$ cat config.mk
export PLATFORM = sky130hd
export DESIGN_NAME = iter_muldiv
export DESIGN_NICKNAME = d
export VERILOG_FILES = /design/src/rtl/iter_muldiv.sv
export SDC_FILE = /design/constraint.sdc
export NUM_CORES = 1
export LEC_CHECK = 0
export BUFFER_PORTS_ARGS = -buffer_cell sky130_fd_sc_hd__buf_2
export CAP_MARGIN = 20
export CELL_PAD_IN_SITES_DETAIL_PLACEMENT = 0
export CELL_PAD_IN_SITES_GLOBAL_PLACEMENT = 1
export CORE_ASPECT_RATIO = 0.6
export CORE_MARGIN = 2
export CORE_UTILIZATION = 49
export CTS_CLUSTER_DIAMETER = 150
export DETAILED_ROUTE_END_ITERATION = 8
export GPL_TIMING_DRIVEN = 0
export PLACE_DENSITY = 0.93
export SLEW_MARGIN = 20
export SYNTH_ARGS = -nofsm -noshare
export SYNTH_HDL_FRONTEND = slang
export SYNTH_SLANG_ARGS = --single-unit
$ cat constraint.sdc
create_clock -name clk -period 5.8 [get_ports clk]
set_input_delay 1.16 -clock clk [delete_from_list [all_inputs] [get_ports clk]]
set_output_delay 1.16 -clock clk [all_outputs]
set_load 0.02 [all_outputs]
$ cat src/rtl/iter_muldiv.sv
// Radix-2 iterative multiply/divide unit: one request at a time, fixed
// WIDTH+1 cycle latency, result held until the consumer takes it.
module iter_muldiv #(
    parameter int WIDTH = 16,
    parameter int TAG_W = 3
) (
    input  logic             clk,
    input  logic             rst,
    input  logic             flush,
    input  logic             in_valid,
    output logic             in_ready,
    input  logic [2:0]       op,
    input  logic [WIDTH-1:0] a,
    input  logic [WIDTH-1:0] b,
    input  logic [TAG_W-1:0] tag,
    output logic             out_valid,
    input  logic             out_ready,
    output logic [WIDTH-1:0] result,
    output logic [TAG_W-1:0] out_tag,
    output logic             div_zero,
    output logic             ovf
);
    localparam int CW = $clog2(WIDTH) + 1;
    localparam logic [WIDTH-1:0] MIN_NEG = {1'b1, {(WIDTH-1){1'b0}}};

    typedef enum logic [1:0] {IDLE, BUSY, DONE} state_t;

    state_t             state_q, state_d;
    logic [2:0]         op_q, op_d;
    logic [TAG_W-1:0]   tag_q, tag_d;
    logic               sign_q, sign_d;
    logic               dz_pend_q, dz_pend_d;
    logic               ovf_pend_q, ovf_pend_d;
    logic [WIDTH-1:0]   opa_q, opa_d;      // multiplicand or divisor magnitude
    logic [2*WIDTH-1:0] prod_q, prod_d;    // product, or {remainder, quotient}
    logic [CW-1:0]      cnt_q, cnt_d;
    logic [WIDTH-1:0]   result_q, result_d;
    logic [TAG_W-1:0]   out_tag_q, out_tag_d;
    logic               div_zero_q, div_zero_d;
    logic               ovf_q, ovf_d;

    logic               neg_a, neg_b, sign_in, dz_in, ovf_in, sgn_op;
    logic [WIDTH-1:0]   mag_a, mag_b;
    logic [WIDTH:0]     mul_sum, div_trial;
    logic [2*WIDTH-1:0] mul_step, div_step, prod_fix;
    logic [WIDTH-1:0]   quo_fix, rem_fix, sel_res;

    assign in_ready  = (state_q == IDLE);
    assign out_valid = (state_q == DONE);
    assign result    = result_q;
    assign out_tag   = out_tag_q;
    assign div_zero  = div_zero_q;
    assign ovf       = ovf_q;

    // Operand conditioning at accept: magnitudes, result sign, special-case flags.
    always_comb begin
        sgn_op  = (op == 3'b010) || (op == 3'b110) || (op == 3'b111);
        neg_a   = sgn_op && a[WIDTH-1];
        neg_b   = sgn_op && b[WIDTH-1];
        mag_a   = a;
        mag_b   = b;
        if (neg_a) mag_a = -a;   // most-negative maps onto 2^(WIDTH-1) unsigned
        if (neg_b) mag_b = -b;
        sign_in = (op == 3'b111) ? neg_a : (neg_a ^ neg_b);
        dz_in   = op[2] && (b == '0);
        ovf_in  = op[2] && op[1] && (a == MIN_NEG) && (b == '1);
    end

    // One iteration step and the final sign-corrected result selection.
    always_comb begin
        // shift-add: conditionally add multiplicand to upper half, shift right
        mul_sum   = {1'b0, prod_q[2*WIDTH-1:WIDTH]} + (prod_q[0] ? {1'b0, opa_q} : '0);
        mul_step  = {mul_sum, prod_q[WIDTH-1:1]};
        // restoring divide: trial-subtract divisor from shifted partial remainder
        div_trial = prod_q[2*WIDTH-1:WIDTH-1] - {1'b0, opa_q};
        if (!div_trial[WIDTH])
            div_step = {div_trial[WIDTH-1:0], prod_q[WIDTH-2:0], 1'b1};
        else
            div_step = {prod_q[2*WIDTH-2:0], 1'b0};

        prod_fix = sign_q ? -prod_q : prod_q;
        quo_fix  = sign_q ? -prod_q[WIDTH-1:0] : prod_q[WIDTH-1:0];
        rem_fix  = sign_q ? -prod_q[2*WIDTH-1:WIDTH] : prod_q[2*WIDTH-1:WIDTH];

        case (op_q)
            3'b001:         sel_res = prod_q[2*WIDTH-1:WIDTH];
            3'b010:         sel_res = prod_fix[2*WIDTH-1:WIDTH];
            3'b100, 3'b110: sel_res = dz_pend_q ? '1 : (ovf_pend_q ? MIN_NEG : quo_fix);
            // with b == 0 the iteration leaves |a| as remainder, so rem_fix == a
            3'b101, 3'b111: sel_res = ovf_pend_q ? '0 : rem_fix;
            default:        sel_res = prod_fix[WIDTH-1:0];   // MULL and reserved 011
        endcase
    end

    // Next-state and register updates; flush overrides everything else.
    always_comb begin
        state_d    = state_q;
        op_d       = op_q;
        tag_d      = tag_q;
        sign_d     = sign_q;
        dz_pend_d  = dz_pend_q;
        ovf_pend_d = ovf_pend_q;
        opa_d      = opa_q;
        prod_d     = prod_q;
        cnt_d      = cnt_q;
        result_d   = result_q;
        out_tag_d  = out_tag_q;
        div_zero_d = div_zero_q;
        ovf_d      = ovf_q;
        case (state_q)
            IDLE: if (in_valid) begin
                state_d    = BUSY;
                op_d       = op;
                tag_d      = tag;
                sign_d     = sign_in;
                dz_pend_d  = dz_in;
                ovf_pend_d = ovf_in;
                opa_d      = op[2] ? mag_b : mag_a;
                prod_d     = {{WIDTH{1'b0}}, (op[2] ? mag_a : mag_b)};
                cnt_d      = CW'(WIDTH);
            end
            BUSY: if (cnt_q != '0) begin
                prod_d = op_q[2] ? div_step : mul_step;
                cnt_d  = cnt_q - CW'(1);
            end else begin
                state_d    = DONE;
                result_d   = sel_res;
                out_tag_d  = tag_q;
                div_zero_d = dz_pend_q;
                ovf_d      = ovf_pend_q;
            end
            DONE: if (out_ready) state_d = IDLE;
            default: state_d = IDLE;
        endcase
        if (flush) begin
            state_d    = IDLE;
            result_d   = result_q;
            out_tag_d  = out_tag_q;
            div_zero_d = 1'b0;
            ovf_d      = 1'b0;
        end
    end

    // State register, asynchronous active-low reset.
    always_ff @(posedge clk or negedge rst) begin
        if (!rst) begin
            state_q    <= IDLE;
            op_q       <= '0;
            tag_q      <= '0;
            sign_q     <= 1'b0;
            dz_pend_q  <= 1'b0;
            ovf_pend_q <= 1'b0;
            opa_q      <= '0;
            prod_q     <= '0;
            cnt_q      <= '0;
            result_q   <= '0;
            out_tag_q  <= '0;
            div_zero_q <= 1'b0;
            ovf_q      <= 1'b0;
        end else begin
            state_q    <= state_d;
            op_q       <= op_d;
            tag_q      <= tag_d;
            sign_q     <= sign_d;
            dz_pend_q  <= dz_pend_d;
            ovf_pend_q <= ovf_pend_d;
            opa_q      <= opa_d;
            prod_q     <= prod_d;
            cnt_q      <= cnt_d;
            result_q   <= result_d;
            out_tag_q  <= out_tag_d;
            div_zero_q <= div_zero_d;
            ovf_q      <= ovf_d;
        end
    end
endmodule

==> impl_metrics.ini <==
[route]
drt-total-wl_mm = 28.3
first_iter_violations = 974
vias_per_cell = 6.23
vias = 8283
ant_nets = 0
wl_per_cell_um = 21.3
drc = 0
firstDrtPassIters = 5

[floorplan]
core.rowCount = 36
die_width_um = 169
initial_core_util_pct = 49.7
die_area_um2 = 17400
core-area_um2 = 16100
dieHeight_um = 103
io_pins = 66

[logic_synthesis]
netlist_area_um2 = 7990
yosys.area_share.adder_pct = 6.61
yosysWarningCount = 0
synth_top_family_by_area = compound AO/OA/AOI/OAI gates
netlist_top_cells_count = nand2_1, o21ai_0, a21oi_1, dfrtp_1, nor2_1
synth.area.mux_share_pct = 5.48
synth.largest_area_cell = dfrtp_1
synth_compound_area_share_pct = 25.1
synth_nets = 1123
yosysMostFrequentCell = nand2_1
synth-xor-area-share_pct = 8.77
avgSynthCellArea_um2 = 7.69
synth-simple-area-share_pct = 22.3
ys_ff_latch = 85
seq_area_frac_synth_pct = 26.6
yosys.area.top_type_share_pct = 26.6
synth_area_leaders = dfrtp_1, ha_1, nand2_1, o21ai_0, a21oi_1
synth_cells = 1039
synth_cell_types = 72
synth_edf_count = 0
synth_ff_type = dfrtp_1
async_flop_share_pct = 100

[cells_and_area]
nNetsFinal = 1199
syn2layout_area_growth_pct = 11.9
fin_util_pct = 55.6
final_cells = 1329
antenna_cells = 0
drive_above_1_share_pct = 9.91

[timing]
maxSlewHeadroom_pct = 22.8
tns_ns = 0
hold_slack_ns = 0.468
min_period_over_period_pct = 64.2
hold_violations = 0
finClkSkew_ns = 0.0142
min_period_ns = 3.73
drv_slew = 0
tightest_slew_ns = 1.15
rsz0062_at_grt = false
setup_viol = 0
max_freq_mhz = 268

[power_and_ir_drop]
total_power_mw = 4.50
leakage_nw = 3.80
ir_worst_vdd_uv = 285
p_per_area_nw_per_um2 = 504

[setup_path]
path_max_fanout = 10
arrival_ns = 3.95
end_kind = register
r2r_cells = 10
worstPathRequired_ns = 6.02
crit_type = register to register
start_kind = register

[clock_network]
clockBufferDepth = 2
cts_setup_buffers = 0
cts-buffers-inserted = 9
clk_pin_slew_ns = 0.07
cts_resized = 0
insertion_delay_ns = 0.35
h-tree-depth = 3
cts_tree = done
cts.sinks = 85
holdBufCountCts = 0
root_buffer = clkbuf_16

[min_path]
hold_class = register to register
min_path_cells = 2

[grt]
grt_max_degree = 46
grt_pass1_wl_mm = 43.4
grt_pass1_vias = 7466
grt_usage_pct = 32.8
gr-total-overflow = 0
antenna_found_initial = 0

[place]
dp_hpwl_mm = 22.4
port-buffer-count = 64
routabilityCongestion = 1.00
post-place-cells = 1313

[run]
maxCapViolCount = 0

[run_status]
status = complete, no violations
-- registers in the layout, indices dropped and copies added (netlist names) --
register	count
ovf	1
opa_q	16
tag_q	3
ovf_pend_q	1
state_q	2
out_tag	3
result	16
dz_pend_q	1
cnt_q	5
sign_q	1
div_zero	1
prod_q	32
op_q	3
-- per-stage QoR --
stage | instance area (um2) | setup slack (ns)
global placement | 8570 | 2.28
finish | 8940 | 2.07
CTS | 8940 | 2.26
detailed placement | 8610 | 2.29
global route | 8940 | 1.82
floorplan | 7990 | 2.78
-- report_power, final --
group	leakage (nW)	internal, mW	switching, mW
sequential	1.07	0.791	0.247
combinational	2.57	1.03	1.78
clock	0.165	0.394	0.266
-- cell families (layout without fill, tap and decap cells) --
logic type,after synthesis,in the layout
buffers and inverters,104,185
adder cells (fa/ha/maj),41,41
AND/OR/NAND/NOR,367,367
AO/OA/AOI/OAI,319,319
flip-flops,85,85
multiplexers,43,43
XOR/XNOR,80,80
-- layout by cell type (no fill, tap or decap), types with 6 or more instances in the layout --
master,count
a211oi_1,11
a21oi_1,88
nor3_1,35
o31ai_1,11
o211ai_1,8
or3_1,8
nand3_1,14
clkbuf_1,50
dfrtp_1,85
nor2_1,79
buf_1,7
ha_1,39
o21ai_0,93
nor2b_1,10
nand2_1,130
xor2_1,32
and2_1,7
inv_1,40
mux2_2,6
clkbuf_16,9
buf_2,69
o221ai_1,12
mux2i_1,37
a22oi_1,9
or4_1,7
a31oi_1,14
nand4_1,10
nand2b_1,23
nor4_1,11
o22ai_1,10
xnor2_1,48
-- final timing paths --
path / from / end / slack (ns)
min in group asynchronous: rst / result[8] / 0.79
min reg2reg: tag_q[1] / out_tag[1] / 0.47
max in group asynchronous: rst / prod_q[27] / 4.38
min: tag_q[1] / out_tag[1] / 0.47
max reg2reg: prod_q[0] / result[10] / 2.07
max: prod_q[0] / result[10] / 2.07
-- worst max-delay path, cell delays in order (launching register included) --
cell	delay, ns
dfrtp_1	0.53
inv_1	0.25
buf_1	0.57
ha_1	0.33
nor2b_1	0.20
nand3_1	0.18
or4_4	0.53
o21ai_0	0.26
xnor2_1	0.12
a221oi_1	0.48
o21ai_0	0.15
-- per-layer routing --
metal / up-vias / routed length, um / part of all wire [%] / global-route usage [%]
met4: 0 / 489 / 1.7 / 7.89
li1: 3944 / - / - / -
met1: 3886 / 13700 / 48 / 50.0
met5: - / 0 / 0 / 0
met3: 31 / 3530 / 12 / 11.0
met2: 422 / 10600 / 37 / 43.7
-- layout make-up --
| cell class | instances | area (um2) |
|---|---|---|
| tap | 209 | 262 |
| clock buffer | 10 | 239 |
| clock inverter | 6 | 93.8 |
| sequential | 85 | 2130 |
| inverter | 40 | 150 |
| timing repair buffer | 65 | 350 |
| fill | 1577 | 7140 |
| buffer | 64 | 255 |
| multi-input combinational | 850 | 5460 |
(Power assumes the default switching activity.)
